$ cat src/rtl/arrow_input_if.sv
// Bundle of the arrow-button inputs, the step pulse and the conditioned direction/seed outputs.
// The slave modport is the conditioner; the master modport is the board/game side that drives it.
interface arrow_input_if;
  logic       arrow_up;
  logic       arrow_down;
  logic       arrow_left;
  logic       arrow_right;
  logic       step;
  logic [1:0] dir;
  logic [1:0] dir_committed;
  logic       press;
  logic       reject;
  logic [7:0] seed;

  modport slave (
    input  arrow_up, arrow_down, arrow_left, arrow_right, step,
    output dir, dir_committed, press, reject, seed
  );

  modport master (
    output arrow_up, arrow_down, arrow_left, arrow_right, step,
    input  dir, dir_committed, press, reject, seed
  );
endinterface

$ cat src/rtl/arrow_input.sv
// Arrow-button conditioner: sync, debounce, priority/reverse rejection, commit on step, entropy seed.
// Define ARROW_QUEUE_EN to buffer up to two pending turns between steps.
module arrow_input #(
  parameter int         DEBOUNCE_CYCLES = 100000,
  parameter int         CNT_W           = 17,
  parameter logic [3:0] ACTIVE_LOW      = 4'b0011,
  parameter logic [7:0] SEED_INIT       = 8'hEA
) (
  input  logic        clk,
  input  logic        reset,
  arrow_input_if.slave bus
);

  logic [3:0]       raw;
  logic [3:0]       sync1_q, sync2_q;
  logic [3:0]       pressed;
  logic [3:0]       stable_q, stable_d;
  logic [CNT_W-1:0] cnt_q [4];
  logic [CNT_W-1:0] cnt_d [4];
  logic [3:0]       rise;
  logic             any_event;
  logic [1:0]       req;
  logic [1:0]       dir_q, dir_d;
  logic [1:0]       comm_q, comm_d;
  logic             press_q, press_d;
  logic             reject_q, reject_d;
  logic [7:0]       lfsr_q, lfsr_d;
  logic [7:0]       seed_q, seed_d;
  logic [7:0]       seed_mix;

  // Bit index doubles as the direction code: 0 up, 1 down, 2 left, 3 right.
  assign raw     = {bus.arrow_right, bus.arrow_left, bus.arrow_down, bus.arrow_up};
  assign pressed = sync2_q ^ ACTIVE_LOW;

  always_comb begin
    for (int i = 0; i < 4; i++) begin
      stable_d[i] = stable_q[i];
      cnt_d[i]    = '0;
      if (pressed[i] != stable_q[i]) begin
        if (cnt_q[i] == CNT_W'(DEBOUNCE_CYCLES - 1)) begin
          stable_d[i] = pressed[i];
        end else begin
          cnt_d[i] = cnt_q[i] + 1'b1;
        end
      end
    end
  end

  // Events come from the next stable value so press/reject line up with the stable change.
  assign rise      = stable_d & ~stable_q;
  assign any_event = |rise;

  always_comb begin
    req = 2'd3;
    if (rise[0])      req = 2'd0;
    else if (rise[1]) req = 2'd1;
    else if (rise[2]) req = 2'd2;
  end

`ifdef ARROW_QUEUE_EN
  logic [1:0] q0_q, q0_d, q1_q, q1_d;
  logic [1:0] qcnt_q, qcnt_d;
  logic [1:0] ref_dir;

  always_comb begin
    q0_d     = q0_q;
    q1_d     = q1_q;
    qcnt_d   = qcnt_q;
    comm_d   = comm_q;
    press_d  = 1'b0;
    reject_d = 1'b0;
    if (bus.step && (qcnt_q != 2'd0)) begin
      comm_d = q0_q;
      q0_d   = q1_q;
      qcnt_d = qcnt_q - 2'd1;
    end
    // Pop is applied before the push, so the check sees the post-pop tail.
    ref_dir = (qcnt_d == 2'd0) ? comm_d : ((qcnt_d == 2'd1) ? q0_d : q1_d);
    if (any_event) begin
      if ((qcnt_d == 2'd2) || (req == (ref_dir ^ 2'd1))) begin
        reject_d = 1'b1;
      end else begin
        if (qcnt_d == 2'd0) q0_d = req;
        else                q1_d = req;
        qcnt_d  = qcnt_d + 2'd1;
        press_d = 1'b1;
      end
    end
    dir_d = (qcnt_d != 2'd0) ? q0_d : comm_d;
  end

  always_ff @(posedge clk or negedge reset) begin
    if (!reset) begin
      q0_q   <= 2'd0;
      q1_q   <= 2'd0;
      qcnt_q <= 2'd0;
    end else begin
      q0_q   <= q0_d;
      q1_q   <= q1_d;
      qcnt_q <= qcnt_d;
    end
  end
`else
  always_comb begin
    dir_d    = dir_q;
    comm_d   = bus.step ? dir_q : comm_q;
    press_d  = 1'b0;
    reject_d = 1'b0;
    if (any_event) begin
      if (req == (comm_q ^ 2'd1)) begin
        reject_d = 1'b1;
      end else begin
        dir_d   = req;
        press_d = 1'b1;
      end
    end
  end
`endif

  always_comb begin
    lfsr_d   = {1'b0, lfsr_q[7:1]} ^ (lfsr_q[0] ? 8'hB8 : 8'h00);
    seed_mix = seed_q ^ lfsr_q;
    seed_d   = seed_q;
    if (any_event) begin
      seed_d = (seed_mix == 8'h00) ? SEED_INIT : seed_mix;
    end
  end

  always_ff @(posedge clk or negedge reset) begin
    if (!reset) begin
      sync1_q  <= '0;
      sync2_q  <= '0;
      stable_q <= '0;
      for (int i = 0; i < 4; i++) cnt_q[i] <= '0;
      dir_q    <= 2'd0;
      comm_q   <= 2'd0;
      press_q  <= 1'b0;
      reject_q <= 1'b0;
      lfsr_q   <= SEED_INIT;
      seed_q   <= SEED_INIT;
    end else begin
      sync1_q  <= raw;
      sync2_q  <= sync1_q;
      stable_q <= stable_d;
      for (int i = 0; i < 4; i++) cnt_q[i] <= cnt_d[i];
      dir_q    <= dir_d;
      comm_q   <= comm_d;
      press_q  <= press_d;
      reject_q <= reject_d;
      lfsr_q   <= lfsr_d;
      seed_q   <= seed_d;
    end
  end

  assign bus.dir           = dir_q;
  assign bus.dir_committed = comm_q;
  assign bus.press         = press_q;
  assign bus.reject        = reject_q;
  assign bus.seed          = seed_q;

endmodule

$ cat src/flat_wrapper.sv
// flat-port wrapper written by rule: the top's interface ports become plain ports
module arrow_input_flat 
#(
  parameter int         DEBOUNCE_CYCLES = 100000,
  parameter int         CNT_W           = 17,
  parameter logic [3:0] ACTIVE_LOW      = 4'b0011,
  parameter logic [7:0] SEED_INIT       = 8'hEA
)
  (clk, reset, bus_arrow_up, bus_arrow_down, bus_arrow_left, bus_arrow_right, bus_step, bus_dir, bus_dir_committed, bus_press, bus_reject, bus_seed);
  arrow_input_if bus_i ();
  input  logic clk;
  input  logic reset;
  input wire logic [$bits(bus_i.arrow_up)-1:0] bus_arrow_up;
  input wire logic [$bits(bus_i.arrow_down)-1:0] bus_arrow_down;
  input wire logic [$bits(bus_i.arrow_left)-1:0] bus_arrow_left;
  input wire logic [$bits(bus_i.arrow_right)-1:0] bus_arrow_right;
  input wire logic [$bits(bus_i.step)-1:0] bus_step;
  output wire logic [$bits(bus_i.dir)-1:0] bus_dir;
  output wire logic [$bits(bus_i.dir_committed)-1:0] bus_dir_committed;
  output wire logic [$bits(bus_i.press)-1:0] bus_press;
  output wire logic [$bits(bus_i.reject)-1:0] bus_reject;
  output wire logic [$bits(bus_i.seed)-1:0] bus_seed;
  assign bus_i.arrow_up = bus_arrow_up;
  assign bus_i.arrow_down = bus_arrow_down;
  assign bus_i.arrow_left = bus_arrow_left;
  assign bus_i.arrow_right = bus_arrow_right;
  assign bus_i.step = bus_step;
  assign bus_dir = bus_i.dir;
  assign bus_dir_committed = bus_i.dir_committed;
  assign bus_press = bus_i.press;
  assign bus_reject = bus_i.reject;
  assign bus_seed = bus_i.seed;
  arrow_input #(.DEBOUNCE_CYCLES(DEBOUNCE_CYCLES), .CNT_W(CNT_W), .ACTIVE_LOW(ACTIVE_LOW), .SEED_INIT(SEED_INIT)) u_core (.clk(clk), .reset(reset), .bus(bus_i));
endmodule
$ cat config.mk
export PLATFORM = sky130hd
export DESIGN_NAME = arrow_input_flat
export DESIGN_NICKNAME = d
export VERILOG_FILES = /design/src/rtl/arrow_input_if.sv /design/src/rtl/arrow_input.sv /design/src/flat_wrapper.sv
export SDC_FILE = /design/constraint.sdc
export NUM_CORES = 1
export LEC_CHECK = 0
export CORE_UTILIZATION = 54
export CTS_CLUSTER_SIZE = 8
export DETAILED_ROUTE_END_ITERATION = 12
export PLACE_DENSITY = 0.75
export SKIP_LAST_GASP = 1
export SLEW_MARGIN = 20
export SYNTH_ARGS = -nofsm -noshare
export SYNTH_HDL_FRONTEND = slang
export SYNTH_SLANG_ARGS = --single-unit
$ cat constraint.sdc
create_clock -name clk -period 2.15 [get_ports clk]
set_input_delay 0.215 -clock clk [delete_from_list [all_inputs] [get_ports clk]]
set_output_delay 0.215 -clock clk [all_outputs]
set_load 0.1 [all_outputs]
==> results of run 1 <==
-- worst max path at each step --
stage               cells past startpoint  slack (ps)                       start                       endpoint
finish                                  7          40   u_core.cnt_q[0]$_DFF_PN0_  u_core.bus.dir[0]$_DFFE_PN0P_
global route                            7         -20   u_core.cnt_q[0]$_DFF_PN0_  u_core.bus.dir[0]$_DFFE_PN0P_
CTS                                     6          10  u_core.cnt_q[62]$_DFF_PN0_  u_core.bus.dir[0]$_DFFE_PN0P_
detailed placement                      7         -40  u_core.cnt_q[34]$_DFF_PN0_  u_core.bus.dir[0]$_DFFE_PN0P_
global placement                        7          30  u_core.cnt_q[34]$_DFF_PN0_  u_core.bus.dir[0]$_DFFE_PN0P_
floorplan                               8           2  u_core.cnt_q[17]$_DFF_PN0_  u_core.bus.dir[0]$_DFFE_PN0P_
-- timing repair --
| action | in CTS | in global routing |
|---|---|---|
| buffers inserted | 1 | 3 |
| hold endpoints to repair | 40 | 0 |
| hold buffers | 1 | 0 |
| endpoints found under the setup margin | 2 | 6 |
| gates cloned | 0 | 0 |
| pin swaps | 2 | 7 |
| resized for setup | 4 | 5 |
-- worst reg2reg max path: cells and delay by family (launching register included) --
kind | cells | cell delay, ps
and+or+nand+nor | 3 | 600
AOI/OAI and AO/OA | 2 | 480
DFF | 1 | 400
muxes | 1 | 320
adders and majority gates | 1 | 200
-- state kept, by name (all words and copies together) (netlist names), 2 cells and up --
name	flops
u_core.bus.dir	2
u_core.cnt_q	68
u_core.bus.seed	8
u_core.sync1_q	4
u_core.sync2_q	4
u_core.stable_q	4
u_core.bus.dir_committed	2
u_core.lfsr_q	8
-- report_power, final --
group	switching [uW]	internal [uW]	total (uW)
Combinational	87.6	58.4	146
Sequential	19.8	1940	1960
Clock	612	690	1300
Total	719	2690	3410
-- kinds of logic (layout without fill, tap and decap cells) --
| logic type | Yosys count | in the layout |
|---|---|---|
| AOI/OAI and AO/OA | 31 | 31 |
| and+or+nand+nor | 201 | 201 |
| muxes | 5 | 5 |
| DFF | 102 | 102 |
| adders and majority gates | 4 | 4 |
| buffers and inverters | 18 | 85 |
| xor gates and xnor gates | 74 | 74 |
-- layout by cell type, fill, tap and decap left out, types with 7 or more instances in the layout --
cell type and instances:
dfrtp_1 92, xor2_1 54, nand4_1 16, buf_4 53, nand3_1 23, xnor2_1 20
a21oi_1 12, nand2b_1 7, nor2_1 82, and3_1 11, dfstp_2 10, nand2_1 26
clkbuf_8 10, inv_1 9
-- routing by layer --
metal / part of all wire / wire length (um) / track usage / vias up
li1: - / - / - / 1598
met1: 0.46 / 3825 / 0.2757 / 1600
met2: 0.49 / 4072 / 0.3423 / 47
met3: 0.032 / 264 / 0.04750 / 16
met4: 0.017 / 138 / 0.07702 / 0
met5: 0 / 0 / 0 / -
-- per-stage QoR --
step | power (uW) | area, sq um | instances | hold WS [ps] | setup WS (ps)
floorplan | 2052 | 4639 | 435 | -80.59 | 2.329
global route | 3554 | 5451 | 607 | 271.4 | -21.54
detailed placement | 2142 | 5170 | 586 | 238.5 | -42.30
CTS | 3452 | 5409 | 604 | 265.6 | 13.18
finish | 3411 | 5451 | 607 | 283.4 | 36.64
global placement | 2136 | 5170 | 586 | 229.5 | 34.71
-- layout make-up --
class	instances	area (sq um)
Sequential cell	102	2565
Fill cell	619	2806
Timing Repair Buffer	60	478.0
Clock buffer	13	148.9
Inverter	9	33.78
Clock inverter	3	67.56
Multi-Input combinational cell	315	2027
Tap cell	105	131.4
==> impl_metrics.toml, run 1 <==
[logic_synthesis]
yosys_warnings = 0
syn_nets = 446
syn-instance-count = 435
synth_compound_area_frac = 0.04781
synth_common_cells = "dfrtp_1, nor2_1, xor2_1, nand2_1, nand3_1"
ys_types = 43
ys_top_cells_by_area = "dfrtp_1, xor2_1, nor2_1, dfstp_2, xnor2_1"
synthXorXnorAreaFrac = 0.1399
synthSimpleGateAreaFrac = 0.2204
async_reset_ff_frac = 1.000
synth-main-ff-cell = "dfrtp_1"
synth_area_sq_um = 4632
synth.most_common_cell = "dfrtp_1"
muxShareOfSynthArea = 0.01189
synth_edf_count = 0
ys_ff_latch = 102
synthAdderAreaFrac = 0.01080
synth_top_area_frac = 0.4970
yosys.area.top_type = "dfrtp_1"
synth_top_family_by_area = "simple AND/OR/NAND/NOR gates"
syn_avg_cell_area_sq_um = 10.65
seq_area_frac_synth = 0.5538

[layout]
post-route-util = 0.6602
syn_to_final_growth_pct = 17.69
fin_nets = 508
drive_above_1_share = 0.1932
diodes = 0

[worst_setup_path]
cp-start-kind = "flip-flop"
r2r_start = "u_core.cnt_q[0]$_DFF_PN0_"
worstPathMaxFanout = 4
crit_path_end_kind = "flip-flop"
path_delay_family = "simple AND/OR/NAND/NOR gates"
r2r_setup_slack_ps = 40
cp_slowest_cell = "dfrtp_1"
timing.rr.end = "u_core.bus.dir[0]$_DFFE_PN0P_"
crit_required_ps = 2400
crit_chain = "ha_2 > and4_4 > nand4_1 > a2bb2oi_2 > and2_4 > a211oi_4 > mux2_4"
path_class = "flip-flop to flip-flop"
path_buf_inv = 0
arrival_ps = 2370
critical_path.max_stage_delay_ps = 400
worstRegToRegCells = 7

[die]
die_h_um = 94.62
initial_core_util = 0.5609
coreArea_sq_um = 8258
die_area_sq_um = 8952
std_cell_rows = 33
pin_count = 21
die_w_um = 94.62

[drt]
firstDrtPassIters = 4
routed_wl_um = 8300
drt_iter0_drc = 119
ant_nets = 0
viasPerCell = 5.372
route.detailed.drc = 0
vias = 3261
wl_per_cell_um = 13.67

[sta]
fin_crit_sh = 0.9830
hold_viol_final = 0
slew_headroom = 0.6393
finalSetupViolCount = 0
final.setup_skew_ps = 6.569
period_minus_slack_ps = 2113
drv_slew = 0
worst_slew_pin_slew_ps = 541.1
fin_tns_setup_ps = 0
max_clock_freq_mhz = 473.2

[placed_design]
gp_congestion = 0.7785
post-dp-hpwl_um = 5789
port_buffers = 20

[global_routing]
grt_antenna_before_repair = 0
grt_start_max_net_pins = 43
grt_usage = 0.2103
grt_pass1_vias = 3212
grt_pass1_wl_um = 14640
grt_remaining_overflow = 0

[hold_path]
whs_endpoint = "u_core.sync1_q[1]$_DFF_PN0_"
worstHoldPathCells = 1
hold_start = "bus_arrow_down"
worstHoldPathType = "input pin to flip-flop"

[clock_tree]
clk_latency_ps = 360
root_buffer = "clkbuf_8"
htreeDepth = 3
tritoncts = "yes"
numClockSinks = 102
clkTransAtPathRegs_ps = 90
clockBufferDepth = 2
cts_made_buffers = 9

[outcome]
outcome = "complete, no violations"

[power_and_ir_drop]
p_leak_uw = 0.002537
ir_worst_vdd_mv = 0.4751
p_per_area_nw_per_um2 = 625.7

[job]
drv_cap = 0
No activity file was read; power rests on OpenSTA's default activity.
==> run 2: changes to the inputs <==
--- a/config.mk
+++ b/config.mk
@@ -5,10 +5,10 @@
 export SDC_FILE = /design/constraint.sdc
 export NUM_CORES = 1
 export LEC_CHECK = 0
-export CORE_UTILIZATION = 54
+export CORE_UTILIZATION = 60
 export CTS_CLUSTER_SIZE = 8
 export DETAILED_ROUTE_END_ITERATION = 12
-export PLACE_DENSITY = 0.75
+export PLACE_DENSITY = 0.79
 export SKIP_LAST_GASP = 1
 export SLEW_MARGIN = 20
 export SYNTH_ARGS = -nofsm -noshare
==> constraint.sdc (replaced) <==
create_clock -name clk -period 2.1 [get_ports clk]
set_input_delay 0.21 -clock clk [delete_from_list [all_inputs] [get_ports clk]]
set_output_delay 0.21 -clock clk [all_outputs]
set_load 0.1 [all_outputs]
==> run 2 against run 1 <==
The flow now finishes with violations (setup timing). Hold slack improved by 4.3 ps. Non-clock buffer count grew 13. Setup slack got worse by 50 ps. Critical path type unchanged.
==> impl_metrics.toml, run 2 (synthesized netlist as in run 1, its figures left out) <==
[outcome]
outcome = "finished, violations left"
violations = "setup timing"

[clock_tree]
htreeDepth = 3
clockBufferDepth = 2
root_buffer = "clkbuf_8"
clkTransAtPathRegs_ps = 90
numClockSinks = 102
tritoncts = "yes"
clk_latency_ps = 360
cts_made_buffers = 9

[power_and_ir_drop]
ir_worst_vdd_mv = 0.4619
switchingPower_uw = 759.4
p_comb_frac = 0.044
p_int_uw = 2700
switching_share = 0.2195
power.share.sequential = 0.581
p_per_area_nw_per_um2 = 622.9
p_leak_uw = 0.002624
p_clk_frac = 0.375

[layout]
largest_reg_flops = 68
post-route-util = 0.7535
drive_above_1_share = 0.2175
fill_cells = 507
final_common_cell = "dfrtp_1"
syn_to_final_growth_pct = 19.88
diodes = 0
fin_area_sq_um = 5553
largest_register = "u_core.cnt_q"
final_cell_mix = "dfrtp_1, nor2_1, buf_4"
fin_nets = 521

[drt]
vias = 3305
route.detailed.drc = 0
firstDrtPassIters = 4
viasPerCell = 5.383
routed_wl_um = 8551
drt_iter0_drc = 205
wl_per_cell_um = 13.93
ant_nets = 0

[worst_setup_path]
arrival_ps = 2370
crit_top_cell = "and4_1"
cp-start-kind = "flip-flop"
crit_start = "u_core.cnt_q[18]$_DFF_PN0_"
crit_chain = "ha_2 > and4_1 > and4_2 > and4_1 > a32o_2 > a211oi_4 > mux2_4"
crit_path_end_kind = "flip-flop"
cp_slowest_cell = "dfrtp_1"
worstPathMaxFanout = 4
path_class = "flip-flop to flip-flop"
r2r_start = "u_core.cnt_q[18]$_DFF_PN0_"
crit_required_ps = 2350
critical_path.max_stage_delay_ps = 410

[sta]
worst_slew_pin_slew_ps = 524.0
hold_viol_final = 0
layout_setup_ws_ps = -13.36
rsz0062_at_grt = "yes"
slew_headroom = 0.6507
drv_slew = 0
fin_crit_sh = 1.006
final.setup_skew_ps = 10.99
hold_ws_ps = 287.7
fin_tns_setup_ps = -13.36
period_minus_slack_ps = 2113
max_clock_freq_mhz = 473.2
finalSetupViolCount = 1

[global_routing]
grt_remaining_overflow = 0
grt_usage = 0.2270
grt_start_max_net_pins = 47
grt_pass1_wl_um = 14720
grt_pass1_vias = 3306
grt_antenna_before_repair = 0

[hold_path]
hold_start = "bus_arrow_up"
worstHoldPathType = "input pin to flip-flop"

[die]
coreArea_sq_um = 7370
die_area_sq_um = 8075
pin_count = 21
std_cell_rows = 31
die_h_um = 89.86
initial_core_util = 0.6285
die_w_um = 89.86

[placed_design]
post-dp-hpwl_um = 5891
preCtsSetupSlack_ps = -36.01
dpl_cell_area_sq_um = 5248
port_buffers = 20
gp_congestion = 0.8060

[job]
drv_cap = 0
[run 2: cell types whose count changed in the layout (fill, tap and decap cells not counted), sizes merged]
cell	delta
clkinv	+1
clkinvlp	-1
bufinv	-2
buf	+13
inv	+2
[run 2: layout make-up]
type	count	area, sq um	area share
flip-flops and latches	102	2565	0.4619
multi-input cells	315	2034	0.3664
repair buffers	73	575.6	0.1037
clock buffers	13	202.7	0.03650
well taps	99	123.9	0.02231
inverters	9	33.78	0.006084
clock inverters	3	17.52	0.003155
[run 2: worst max-delay path, delay by kind of cell (launching register included)]
family	cells	cell delay (ps)
compound gates	2	430
fa+ha+maj	1	190
flops	1	410
simple gates	3	650
mux	1	320
[run 2: power by group through the flow]
stage	combinational (uW)	clock [uW]	sequential, uW
detailed placement	152	0	2050
global route	176	1390	2010
CTS	154	1320	2010
global placement	148	0	2040
finish	153	1300	2010
floorplan	55.3	0	2050
[run 2: metal layers]
layer	up-vias	share of wire	global-route usage
met2	42	0.51	0.3987
met4	0	0.012	0.06989
met1	1631	0.45	0.2789
met3	9	0.025	0.05330
li1	1623	-	-
met5	-	0	0
[run 2: per-stage QoR]
| stage | cells | power, uW |
|---|---|---|
| 3_5_place_dp | 591 | 2199 |
| 6_report | 614 | 3459 |
| 5_1_grt | 614 | 3580 |
| 4_1_cts | 610 | 3486 |
| 2_1_floorplan | 435 | 2102 |
| 3_3_place_gp | 591 | 2192 |
[run 2: what timing repair did]
item                                   4_1_cts  5_1_grt
cloned                                       0        0
buffers inserted                             2        4
hold buffers                                 1        0
pin swaps                                    2        4
setup endpoints to repair                    3       10
endpoints found under the hold margin       29        0
gates resized for setup                      1        7
[run 2: path summary, 6_finish.rpt]
kind / to / cells after the start / slack [ps]
worst min register to register: u_core.sync2_q[0]$_DFF_PN0_ / 0 / 350
max in group asynchronous: u_core.sync1_q[0]$_DFF_PN0_ / 3 / 1120
min in group asynchronous: u_core.cnt_q[67]$_DFF_PN0_ / 2 / 350
worst max register to register: u_core.bus.dir[0]$_DFFE_PN0P_ / 7 / -10
worst min-delay path: u_core.sync1_q[0]$_DFF_PN0_ / 1 / 290
worst max-delay path: u_core.bus.dir[0]$_DFFE_PN0P_ / 7 / -10
==> RTL change 1: new RTL, flow settings as in run 1 <==
Build with the macro `ARROW_QUEUE_EN` defined.
--- a/src/rtl/arrow_input.sv
+++ b/src/rtl/arrow_input.sv
@@ -2,2 +2,4 @@
 // Define ARROW_QUEUE_EN to buffer up to two pending turns between steps.
+`define ARROW_QUEUE_EN
+
 module arrow_input #(
Behaviour: no difference found for any inputs over 10 cycles, from zero or initial values and one cycle with reset low; that may be too few to reach the edited logic, so the function may still have changed.
==> RTL change 1 against run 1 <==
- the flow now finishes with violations (setup timing)
- worst setup slack got worse by 1.1 ns
- area after synthesis increased by 9.8%
- cell area increased by 26%
- clock skew increased by 0.0093 ns
- first-iteration DRC count decreased by 3.4%
- count of clock-buffer cells in the layout decreased by 3
- sequential cell count increased by 6
- routed wire length increased by 43%
Power is not compared: it rests on default switching activity, and its combinational part moved more than twofold at a synthesized area within 25%.
==> RTL change 1: results (changes against run 1) <==
Via Count 4115 (+26%); Seq cells post-synth 108 (+5.9%); number of setup violations in the final report 15 (+15); I/O Buffers 20 (unchanged); worst reg2reg endpoint u_core.bus.dir[1]; # diodes 0 (unchanged); critical path arrival 3.46 ns (+1.09 ns); FFs w/ async S/R, synth 100.0% (unchanged); Hold Path Origin bus_arrow_down; Placed Cells 720 (+23%); Post-Synth XOR/XNOR Area 12.57% (-1.4 points); adder-cell share of the synthesized area 1.968% (+0.89 points); Worst-path clk slew ~0.10 ns; mux contribution to synthesized area 2.854% (+1.7 points); DRT Pass-1 Iters 4 (unchanged); Post-Synthesis Net Count 505 (+13%); outcome complete, but fails checks; Global Route Usage Sum 24.28% (+3.3 points); HPWL Detailed 7474 µm (+29%); H-tree levels 3 (unchanged); first-pass GRT wire length 18660 µm (+27%); slew margin rel. 52.96% (-11 points); max reg flops 68 (unchanged); Max Cap Viol 0 (unchanged); complex-gate fraction of the synthesized area 4.231% (-0.55 points); synth cell count leaders dfrtp_1, nor2_1, nand2_1, xor2_1, xnor2_1; worst hold path class in -> reg; # DRC 0 (unchanged); initial antenna violation count 0 (unchanged); Syn Area/Cell 10.38 µm² (-2.5%); Placed Area 6222 µm² (+20%); DR vias/cell 5.429 (+1.1%); largest net degree at the start of global routing 57 (+33%); Iter 0 DRT Violations 115 (-3.4%); worst skew pair latency 0.38 ns (+0.02 ns); fin worst setup slack -1.050 ns (-1.086 ns); RR Startpoint u_core.qcnt_q[0]; GPL Wtd Cong 0.8265 (+6.2%); Seq/Total Area, Yosys 53.38% (-2.0 points); Worst Hold End u_core.sync1_q[1]; final WL 11850 µm (+43%); reg2reg path depth 15 (+8); Largest Register u_core.cnt_q; Peak VDD IR slightly below 0.6 mV; Die X 99.05 µm (+4.7%); synth top area cells dfrtp_1, nor2_1, xor2_1; CP Max Fanout 5 (+1); Nets 657 (+29%); Synth Flop Type dfrtp_1; CP max-delay cell or4_4; hold slack 0.2679 ns (-0.01546 ns); biggest cell delay along the critical path 0.47 ns (+0.07 ns); TritonCTS buffer count 9 (unchanged); clock skew 0.01585 ns (+0.009278 ns); post-place setup slack -1.127 ns (-1.085 ns); synth unique cells 47 (+9.3%); P_leak around 0.0032 µW; failing checks setup timing; final setup TNS -8.664 ns (-8.664 ns); fraction of layout cells with a size suffix above 1 34.93% (+16 points)
RTL change 1: logic make-up (layout without fill, tap and decap cells):
group | count (synthesis) | count (layout)
compound gates | 37 | 37
flops | 108 | 108
mux | 13 | 13
fa+ha+maj | 8 | 8
xor+xnor | 73 | 73
buf+inv | 20 | 177
simple gates | 231 | 231
RTL change 1: per-layer routing:
metal / share of wire [%] / track usage (%) / wire (µm)
met5: 0 / 0 / 0
met4: 2.7 / 8.484 / 319
met3: 2.8 / 4.610 / 335
met2: 51 / 41.42 / 6068
met1: 43 / 31.15 / 5129
RTL change 1: power by group:
group	internal (µW)	total [µW]	switching, µW
logic	893	2000	1100
clock network	581	1280	703
registers	2120	2170	47.8
total	3590	5450	1860
RTL change 1: worst max path at each step:
stage / startpoint / to / slack [ns] / cells past startpoint
2_1_floorplan: u_core.qcnt_q[1] / u_core.bus.dir[0] / -0.89 / 15
3_3_place_gp: bus_step / u_core.bus.dir[0] / -0.98 / 13
3_5_place_dp: bus_step / u_core.bus.dir[0] / -1.13 / 13
4_1_cts: u_core.qcnt_q[0] / u_core.bus.dir[1] / -0.85 / 13
5_1_grt: u_core.qcnt_q[0] / u_core.bus.dir[1] / -1.10 / 15
6_report: u_core.qcnt_q[0] / u_core.bus.dir[1] / -1.05 / 15
RTL change 1: what timing repair did:
item                       in CTS  in global routing
gates cloned                    0                  0
hold buffers                    1                  0
setup endpoints to repair      15                 18
pin swaps                      13                 16
hold endpoints to repair       43                  0
resized for setup              27                 31
setup buffers                  16                  8
RTL change 1: final cells by class:
type / count / area [µm²]
clock inverter: 6 / 70.07
timing repair buffer: 149 / 1172
clock buffer: 10 / 137.6
inverter: 12 / 45.04
sequential: 108 / 2715
multi-input combinational: 362 / 2581
fill: 596 / 2336
tap: 111 / 138.9
==> RTL change 2: new RTL, flow settings as in run 1 <==
Made on the original files. `CNT_W` is set to 17 in 2 places; all go to 21.
--- a/src/rtl/arrow_input.sv
+++ b/src/rtl/arrow_input.sv
@@ -4,3 +4,3 @@
   parameter int         DEBOUNCE_CYCLES = 100000,
-  parameter int         CNT_W           = 17,
+  parameter int         CNT_W           = 21,
   parameter logic [3:0] ACTIVE_LOW      = 4'b0011,
--- a/src/flat_wrapper.sv
+++ b/src/flat_wrapper.sv
@@ -4,3 +4,3 @@
   parameter int         DEBOUNCE_CYCLES = 100000,
-  parameter int         CNT_W           = 17,
+  parameter int         CNT_W           = 21,
   parameter logic [3:0] ACTIVE_LOW      = 4'b0011,
Function: same outputs for any inputs over 10 cycles, from zero or initial values and one cycle with reset low; that may be too few to reach the edited logic, so the function may still have changed.
==> RTL change 2 against run 1 <==
- routed wire length rose by 40%
- worst setup slack got worse by 0.012 ns
- sequential cell count rose by 16
- area after synthesis rose by 21%
- cell area rose by 29%
- first-iteration DRC count rose by 90%
- core utilization rose by 5.1 points
- die area rose by 21%
- count of clock-buffer cells in the layout rose by 15
Power is not compared: it rests on default switching activity, and its combinational part moved more than twofold at a synthesized area within 25%.
==> RTL change 2: results (changes against run 1) <==
GPL Wtd Cong 0.8386 (+7.7%); final WL 11650 µm (+40%); complex-gate fraction of the synthesized area 4.318% (-0.46 points); fraction of layout cells with a size suffix above 1 23.15% (+3.8 points); area of the multi-input gates 2649 µm² (+31%); biggest cell delay along the critical path 0.50 ns (+0.10 ns); sequential cell count 118 (+16%); Post-Synth XOR/XNOR Area 14.18% (+0.19 points); Buffers, non-clock 90 (+50%); synth top area cells dfrtp_1, xor2_1, nor2_1; Seq/Total Area, Yosys 52.75% (-2.6 points); Die X 104.0 µm (+10%); DR vias/cell 5.431 (+1.1%); worst setup path startpoint u_core.cnt_q[42]; Worst-path clk slew 0.05 ns (-0.04 ns); fmax 470.5 MHz (-0.57%); HPWL Detailed 7610 µm (+31%); Iter 0 DRT Violations 226 (+90%); synth cell count leaders dfrtp_1, nor2_1, xor2_1, nand2_1; post-place setup slack -0.1001 ns (-0.05778 ns); Non-clk invs 11 (+2); TritonCTS buffer count 17 (+8); Placed Area 6374 µm² (+23%); mux contribution to synthesized area 0.8680% (-0.32 points); worst skew pair latency 0.54 ns (+0.18 ns); max reg flops 84 (+24%); DR WL met2 5949 µm (+46%); vias in the first global route 4375 (+36%); fin area 7047 µm² (+29%); FILL cells 715 (+16%); outcome finished, final reports clean
-- RTL change 2: cell count changes after synthesis, sizes merged, moves of 4 or more --
cell,run 1,this run
dfrtp,92,108
nand2,26,45
nand3,23,34
nand4,16,20
nor2,82,103
nor4,5,12
nor4b,1,5
or3,3,8
xnor2,20,34
-- RTL change 2: repair_timing --
action	CTS	global route
gates resized for setup	5	13
setup endpoints to repair	3	12
pin swaps	5	6
buffers inserted	4	6
hold buffers	1	0
endpoints found under the hold margin	77	0
-- RTL change 2: kinds of logic (layout without fill, tap and decap cells) --
group / Yosys count / in the layout
adder cells (fa/ha/maj): 4 / 4
buffers and inverters: 23 / 133
AO/OA/AOI/OAI: 36 / 36
multiplexers: 4 / 4
XOR/XNOR: 91 / 91
flip-flops: 118 / 118
AND/OR/NAND/NOR: 275 / 275
-- RTL change 2: stage by stage --
stage	cells	setup TNS [ns]
2_1_floorplan	551	0
3_3_place_gp	751	0
3_5_place_dp	751	-0.1705
4_1_cts	788	-0.005977
5_1_grt	794	-0.2229
6_report	794	0
